===== src/rtl/gate_sensor_fsm.sv =====
// rtl/gate_sensor_fsm.sv - two-beam gate passage FSM emitting entry/exit/reject/error pulses
// Optional per-state timeout is built only when GATE_TIMEOUT_EN is defined.
module gate_sensor_fsm #(
  parameter int TIMEOUT_CYCLES = 1000,
  parameter int CNT_W          = 16
) (
  input  logic clk,
  input  logic reset,
  input  logic a,
  input  logic b,
  input  logic full,
  input  logic empty,
  output logic car_in,
  output logic car_out,
  output logic reject,
  output logic error,
  output logic busy
);

  typedef enum logic [2:0] {
    IDLE, IN_A, IN_AB, IN_B, OUT_B, OUT_BA, OUT_A, ERR
  } state_t;

  state_t r_state;
  state_t w_next;
  logic   w_fin_in;
  logic   w_fin_out;
  logic   w_tmo;
  logic   r_car_in;
  logic   r_car_out;
  logic   r_reject;
  logic   r_error;

`ifdef GATE_TIMEOUT_EN
  localparam logic [CNT_W-1:0] TMO_LAST = CNT_W'(TIMEOUT_CYCLES - 1);
  logic [CNT_W-1:0] r_cnt;

  assign w_tmo = (r_cnt == TMO_LAST);

  // Counts only while parked in one in-progress state; any move restarts it.
  always_ff @(posedge clk or posedge reset) begin
    if (reset) begin
      r_cnt <= '0;
    end else if (w_next != r_state || w_next == IDLE || w_next == ERR) begin
      r_cnt <= '0;
    end else begin
      r_cnt <= r_cnt + 1'b1;
    end
  end
`else
  assign w_tmo = 1'b0;
`endif

  always_comb begin
    w_next    = r_state;
    w_fin_in  = 1'b0;
    w_fin_out = 1'b0;
    case (r_state)
      IDLE: case ({a, b})
        2'b10:   w_next = IN_A;
        2'b01:   w_next = OUT_B;
        2'b11:   w_next = ERR;
        default: w_next = IDLE;
      endcase
      IN_A: case ({a, b})
        2'b11:   w_next = IN_AB;
        2'b00:   w_next = IDLE;
        2'b01:   w_next = ERR;
        default: if (w_tmo) w_next = ERR;
      endcase
      IN_AB: case ({a, b})
        2'b01:   w_next = IN_B;
        2'b10:   w_next = IN_A;
        2'b00:   w_next = ERR;
        default: if (w_tmo) w_next = ERR;
      endcase
      IN_B: case ({a, b})
        2'b00: begin
          w_next   = IDLE;
          w_fin_in = 1'b1;
        end
        2'b11:   w_next = IN_AB;
        2'b10:   w_next = ERR;
        default: if (w_tmo) w_next = ERR;
      endcase
      OUT_B: case ({a, b})
        2'b11:   w_next = OUT_BA;
        2'b00:   w_next = IDLE;
        2'b10:   w_next = ERR;
        default: if (w_tmo) w_next = ERR;
      endcase
      OUT_BA: case ({a, b})
        2'b10:   w_next = OUT_A;
        2'b01:   w_next = OUT_B;
        2'b00:   w_next = ERR;
        default: if (w_tmo) w_next = ERR;
      endcase
      OUT_A: case ({a, b})
        2'b00: begin
          w_next    = IDLE;
          w_fin_out = 1'b1;
        end
        2'b11:   w_next = OUT_BA;
        2'b01:   w_next = ERR;
        default: if (w_tmo) w_next = ERR;
      endcase
      default: if ({a, b} == 2'b00) w_next = IDLE;
    endcase
  end

  always_ff @(posedge clk or posedge reset) begin
    if (reset) begin
      r_state   <= IDLE;
      r_car_in  <= 1'b0;
      r_car_out <= 1'b0;
      r_reject  <= 1'b0;
      r_error   <= 1'b0;
    end else begin
      r_state   <= w_next;
      r_car_in  <= w_fin_in & ~full;
      r_car_out <= w_fin_out & ~empty;
      r_reject  <= (w_fin_in & full) | (w_fin_out & empty);
      r_error   <= (w_next == ERR) && (r_state != ERR);
    end
  end

  assign car_in  = r_car_in;
  assign car_out = r_car_out;
  assign reject  = r_reject;
  assign error   = r_error;
  assign busy    = (r_state != IDLE);

endmodule


===== config.mk =====
export PLATFORM = sky130hd
export DESIGN_NAME = gate_sensor_fsm
export DESIGN_NICKNAME = d
export VERILOG_FILES = /design/src/rtl/gate_sensor_fsm.sv
export SDC_FILE = /design/constraint.sdc
export NUM_CORES = 1
export LEC_CHECK = 0
export ABC_CLOCK_PERIOD_IN_PS = 1950
export CAP_MARGIN = 20
export CORE_MARGIN = 2
export CORE_UTILIZATION = 30
export DETAILED_ROUTE_END_ITERATION = 10
export GPL_TIMING_DRIVEN = 0
export HOLD_SLACK_MARGIN = 0.03
export PLACE_DENSITY_LB_ADDON = 0.15
export SETUP_SLACK_MARGIN = 0.05
export SLEW_MARGIN = 20
export SYNTH_ARGS = -nofsm -noshare
export SYNTH_HDL_FRONTEND = slang
export SYNTH_SLANG_ARGS = --single-unit

===== constraint.sdc =====
create_clock -name clk -period 1.95 [get_ports clk]
set_clock_uncertainty 0.1 [all_clocks]
set_input_delay 0.39 -clock clk [delete_from_list [all_inputs] [get_ports clk]]
set_output_delay 0.39 -clock clk [all_outputs]
set_load 0.02 [all_outputs]

After elaboration in Yosys (flattened, before gate mapping):

Index checks and enable logic that the tools add are counted.

* equality and inequality tests: 11
* muxes and demuxes: 12
* bitwise gates (word level): 7
* reduce and logical (&&, ||, !) cells: 4

Operator list (count)
* 3-bit case mux with 3 select lines: 7
* 3-bit case mux with 7 select lines: 1
* 3-bit equality test, second input constant: 4
* 3-bit by 2-bit equality test with 1-bit output, second input constant: 2
* 1-bit bitwise AND: 4
* 2-bit equality test, second input constant: 2
* 3-bit by 1-bit equality test with 1-bit output, second input constant: 1
* 3-bit zero test: 1
* 1-bit 2-to-1 mux: 3
* 3-bit 2-to-1 mux: 1
* 3-bit != test, second input constant: 1
* 3-bit nonzero test: 1
* 2-bit by 1-bit equality test with 1-bit output, second input constant: 1
* 2-bit zero test: 1
* 1-bit NOT: 2
* 1-bit logical AND: 1
* 1-bit OR: 1

* bits in registers: 7
* input bits: 6
* output and inout bits: 5
* logic and storage cells: 39

Logic depth before layout (Yosys ltp):

Gate-level depths: netlist (run 1).

* depth after elaboration: 5
* mapped depth: 4

Worst setup path after synthesis (run 1):

OpenSTA, ideal clock, no wires.

* path type: reg2out
* start point: register r_state[0]
* end point: output port busy
* arrival: 1.137 ns
* path slack: 0.323 ns
* cell stages (with the launch flop): 3
* path buffers: 1
* cell sequence: dfrtp_1 > clkbuf_1 > or3_2

* longest elaborated chain between the ends: 1

RTL lines
* start: declaration: line 24 `state_t r_state;`
* start signal: assignment: line 119 `r_state <= w_next;`
* 3-bit nonzero test: line 131 `assign busy = (r_state != IDLE);`
* end: declaration: line 17 `output logic busy`

No other way between the ends.

Final worst setup path (run 1):

* start point: register r_state[2]
* end point: output port busy

The elaborated chain is that of the path after synthesis.

==> flow_summary.ini, run 1 <==
[outcome]
outcome = completed

[floorplanning]
dieArea_mm2 = 0.002121
start_util_pct = 31.41
dieWidth_um = 46.05
ioPinCount = 11
row_count = 15
die_h_um = 46.05
design.core.area_mm2 = 0.001689

[routing]
routedWlPerCell_um = 12.75
drt-total-wl_um = 1122
drt_first_pass_iters = 2
postRouteAntennaNets = 0
drtIter0Drc = 3
drc = 0
num_vias = 457
routed_via_density = 5.193

[sta]
worst_slew_pin_slew_ps = 283.9
layout_min_cycle_time_ps = 1774
finalHoldViolCount = 0
fmax_mhz = 563.6
grt_setup_unrepaired = no
slew_headroom_pct = 81.04
period_share_pct = 90.99
fin_setup_tns_ps = 0
slew_violations = 0
fin_ws_ps = 175.8
setup_viol = 0

[worst_setup_path]
r2r_end = r_state[0]
crit_chain = buf_6 -> or3_4 -> buf_6
critPathLaunchType = register
critPathCaptureType = output pin
worst-path-stages = 3
crit_required_ps = 1460
cpLargestDelayFamily = flip-flops
critical_path.slowest_cell = dfrtp_1
worstPathArrival_ps = 1280
crit_type = register to output pin
worst_r2r_startpoint = r_state[1]
critPathMaxStageDelay_ps = 400
cp_common_cell = buf_6
critPathBufInv = 2
crit_fanout = 2
reg2reg_slack_ps = 530
r2r_cells = 4

[layout]
postLayoutCellArea_um2 = 723.2
areaGrowthSynthToFinish_pct = 36.32
num_antenna_cells = 0
fin_nets = 78
mostFrequentLayoutCell = clkdlybuf4s50_1
utilization_pct = 42.81
layout_common_cells = 9 x clkdlybuf4s50_1, 6 x dfrtp_1, 5 x buf_4
drive_above_1_share_pct = 30.99

[cts]
cts_hold_buf = 0
clockBufferDepth = 2
clk_pin_slew_worst_paths_ps = 60
cts_tree = yes
clkSinkCount = 7
cts_root_buf = clkbuf_4
clkLatencyLatePin_ps = 250
cts_buffers = 3
cts_htree_levels = 1

[synth]
synth_ff_type = dfrtp_1
synth_area_um2 = 530.5
syn_avg_cell_area_um2 = 10.01
ys_ff_latch = 7
yosys_warnings = 0
async_reset_ff_share_pct = 100.0
synth_cell_type_count = 34
synthesis.nets = 59
yosysSeqAreaShare_pct = 33.02
syn_inst = 53
synth_edf_count = 0

[global_route]
antenna_found_initial = 0
track_usage_pct = 12.66
grt_pass1_wl_um = 1890
grt_overflow = 0
grt_max_degree = 16
first_global_vias = 420

[run]
drv_cap = 0

[power]
p_leak_nw = 0.2863
peakVddDrop_mv = 0.3809
p_per_area_mw_per_mm2 = 1289
finalPower_uw = 932.2

[placed_design]
place_area_um2 = 651.9
gp_congestion = 0.7141
port_buffers = 10
pre_cts_ws_ps = -258.6
dp_hpwl_um = 787.3

[worst_hold_path]
min_path_type = primary input to async pin
-- flip-flops by register name, indices dropped and copies added, names as in the netlist --
name / cells
r_state: 3
car_out: 1
error: 1
reject: 1
car_in: 1
-- cell type report --
| type | count | area [um2] |
|---|---|---|
| Buffer | 4 | 38.79 |
| Tap cell | 17 | 21.27 |
| Clock buffer | 3 | 22.52 |
| Fill cell | 176 | 965.9 |
| Clock inverter | 1 | 5.005 |
| Sequential cell | 7 | 176.4 |
| Timing Repair Buffer | 15 | 138.9 |
| Multi-Input combinational cell | 39 | 310.3 |
| Inverter | 2 | 10.01 |
-- worst max path at each step --
stage               start   end
2_1_floorplan  r_state[0]  busy
3_3_place_gp   r_state[0]  busy
3_5_place_dp   r_state[0]  busy
4_1_cts        r_state[2]  busy
5_1_grt        r_state[2]  busy
6_report       r_state[2]  busy
-- power by group --
group	internal, mW	total [mW]	switching [mW]
Combinational	0.307	0.571	0.263
Clock	0.0751	0.133	0.0577
Sequential	0.193	0.229	0.0354
Total	0.576	0.932	0.356
-- cells in the mapped netlist (2+ instances only) --
cell type	count	area share, %
a21oi_1	2	1.9
and2_1	2	2.4
buf_6	2	4.2
dfrtp_1	7	33
nand2b_1	2	2.4
nand3b_1	3	4.2
nor2b_1	4	4.7
nor4b_2	2	5.7
o21a_1	2	2.8
o21ai_0	3	2.8
-- metrics by stage --
stage,hold WS [ps],instances
3_3_place_gp,529.4,80
6_report,262.2,88
2_1_floorplan,93.40,53
3_5_place_dp,535.3,80
4_1_cts,269.4,86
5_1_grt,276.6,88
-- layer usage --
layer	share of wire [%]	GRT usage [%]	wire length [um]
met1	47	16.14	530
met2	49	19.17	549
met3	2.7	3.529	30
met4	0.98	6.857	11
met5	0	0	0
-- worst register-to-register path: stages, from the launching register on --
cell and delay (ps):
dfrtp_1 400, buf_6 150, o21a_1 190, a2111oi_2 340, o22ai_1 120
-- kinds of logic after synthesis --
| kind of cell | share of synthesized area [%] |
|---|---|
| XOR/XNOR | 1.651 |
| flip-flops | 33.02 |
| AO/OA/AOI/OAI | 18.63 |
| buffers and inverters | 9.197 |
| AND/OR/NAND/NOR | 31.37 |
| multiplexers | 6.132 |
-- timing repair --
action                     in CTS  in global routing
gates resized for setup         8                  1
buffers inserted                3                  2
setup endpoints to repair       1                  1
Note: power is estimated with default switching activity, not from simulation.
==> run 2: changes to the inputs <==
--- a/config.mk
+++ b/config.mk
@@ -7,12 +7,13 @@
 export LEC_CHECK = 0
 export ABC_CLOCK_PERIOD_IN_PS = 1950
 export CAP_MARGIN = 20
+export CORE_ASPECT_RATIO = 0.8
 export CORE_MARGIN = 2
 export CORE_UTILIZATION = 30
 export DETAILED_ROUTE_END_ITERATION = 10
 export GPL_TIMING_DRIVEN = 0
 export HOLD_SLACK_MARGIN = 0.03
-export PLACE_DENSITY_LB_ADDON = 0.15
+export PLACE_DENSITY = 0.6
 export SETUP_SLACK_MARGIN = 0.05
 export SLEW_MARGIN = 20
 export SYNTH_ARGS = -nofsm -noshare
==> flow_summary.ini, run 2 (synthesis gave the netlist of run 1 again) <==
[worst_setup_path]
cpLargestDelayFamily = flip-flops
crit_fanout = 2
critPathCaptureType = output pin
critical_path.slowest_cell = dfrtp_1
worstPathArrival_ps = 1290
critPathLaunchType = register
critPathMaxStageDelay_ps = 400
crit_type = register to output pin
crit_required_ps = 1460
crit_chain = buf_6 -> or3_4 -> buf_6
cp_common_cell = buf_6
critPathBufInv = 2

[placed_design]
gp_congestion = 0.7358
dp_hpwl_um = 799.1
port_buffers = 10
place_area_um2 = 658.1
pre_cts_ws_ps = -241.0

[cts]
cts_buffers = 3
cts_htree_levels = 1
cts_root_buf = clkbuf_4
clockBufferDepth = 2
cts_hold_buf = 0
clkSinkCount = 7
clkLatencyLatePin_ps = 240
cts_tree = yes
clk_pin_slew_worst_paths_ps = 50

[routing]
drtIter0Drc = 10
routed_via_density = 4.957
num_vias = 466
routedWlPerCell_um = 12.53
drt_first_pass_iters = 4
postRouteAntennaNets = 0
drt-total-wl_um = 1178
drc = 0

[global_route]
antenna_found_initial = 0
track_usage_pct = 12.68
grt_overflow = 0
grt_pass1_wl_um = 1980
grt_max_degree = 11
first_global_vias = 423

[layout]
fillers = 173
top_register = r_state
layout_common_cells = 9 x clkdlybuf4s50_1, 6 x dfrtp_1, 5 x buf_4
utilization_pct = 45.16
regArea_um2 = 176.4
areaGrowthSynthToFinish_pct = 39.86
num_antenna_cells = 0
postLayoutCellArea_um2 = 742.0
mostFrequentLayoutCell = clkdlybuf4s50_1
drive_above_1_share_pct = 30.56
multi_input_area_um2 = 310.3
largest_reg_flops = 3
fin_nets = 79

[power]
p_per_area_mw_per_mm2 = 1301
power_frac_seq_pct = 23.7
cellInternalPower_uw = 600.9
swShare_pct = 37.74
pwr-share-clk_pct = 13.2
net-switching-power_uw = 364.3
combPwrFrac_pct = 63.1
p_leak_nw = 0.2908
peakVddDrop_mv = 0.4611

[worst_hold_path]
min_path_type = primary input to async pin

[floorplanning]
dieWidth_um = 51.02
start_util_pct = 32.29
die_h_um = 41.61
ioPinCount = 11
design.core.area_mm2 = 0.001643
dieArea_mm2 = 0.002123
row_count = 13

[sta]
slew_violations = 0
worst_slew_pin_slew_ps = 298.3
fmax_mhz = 562.8
grt_setup_unrepaired = no
finalHoldViolCount = 0
slew_headroom_pct = 80.08
setup_viol = 0
whs_ps = 266.0
fin_ws_ps = 173.1
layout_min_cycle_time_ps = 1777
fin_setup_tns_ps = 0
period_share_pct = 91.12

[run]
drv_cap = 0

[outcome]
outcome = completed
-- run 2: cell types whose count changed in the layout (fill, tap and decap cells not counted), sizes merged --
cell	change
clkbuf	+2
clkinv	-1
-- run 2: what timing repair did --
item / CTS / global route
buffers inserted: 5 / 0
gates resized for setup: 11 / 1
setup endpoints to repair: 1 / 1
-- run 2: path summary, 6_finish.rpt --
path                       startpoint          to  slack (ps)  depth (start not counted)
hold / removal                  reset  r_state[1]         270                          2
setup reg to reg           r_state[1]  r_state[0]         490                          4
max in group asynchronous       reset  r_state[0]        1270                          2
hold reg to reg            r_state[1]  r_state[1]         620                          3
setup / recovery           r_state[2]        busy         170                          3
min in group clk                empty     car_out         620                          2
-- run 2: layout make-up --
cell class / instances / area share [%]
multi-input cells: 39 / 41.82
flip-flops and latches: 7 / 23.78
repair buffers: 15 / 18.72
plain buffers: 5 / 7.083
well taps: 22 / 3.710
clock buffers: 4 / 3.541
inverters: 2 / 1.349
-- run 2: through the flow --
| stage | std cells | power (mW) |
|---|---|---|
| final | 94 | 0.9652 |
| after global routing | 94 | 1.044 |
| after CTS | 94 | 0.9621 |
| after detailed placement | 85 | 0.7199 |
| after global placement | 85 | 0.7169 |
| after floorplan | 53 | 0.5937 |
-- run 2: power by group through the flow --
stage | Combinational (mW) | Sequential (mW) | Clock (mW)
2_1_floorplan | 0.344 | 0.250 | 0
6_report | 0.609 | 0.229 | 0.127
5_1_grt | 0.665 | 0.232 | 0.147
4_1_cts | 0.604 | 0.225 | 0.133
3_3_place_gp | 0.468 | 0.249 | 0
3_5_place_dp | 0.475 | 0.245 | 0
-- run 2: metal layers --
layer	track usage (%)	up-vias	wire length, um
li1	-	232	-
met1	17.46	221	558
met2	18.18	13	582
met3	4.317	0	37
met4	4.865	0	0
met5	0	-	0
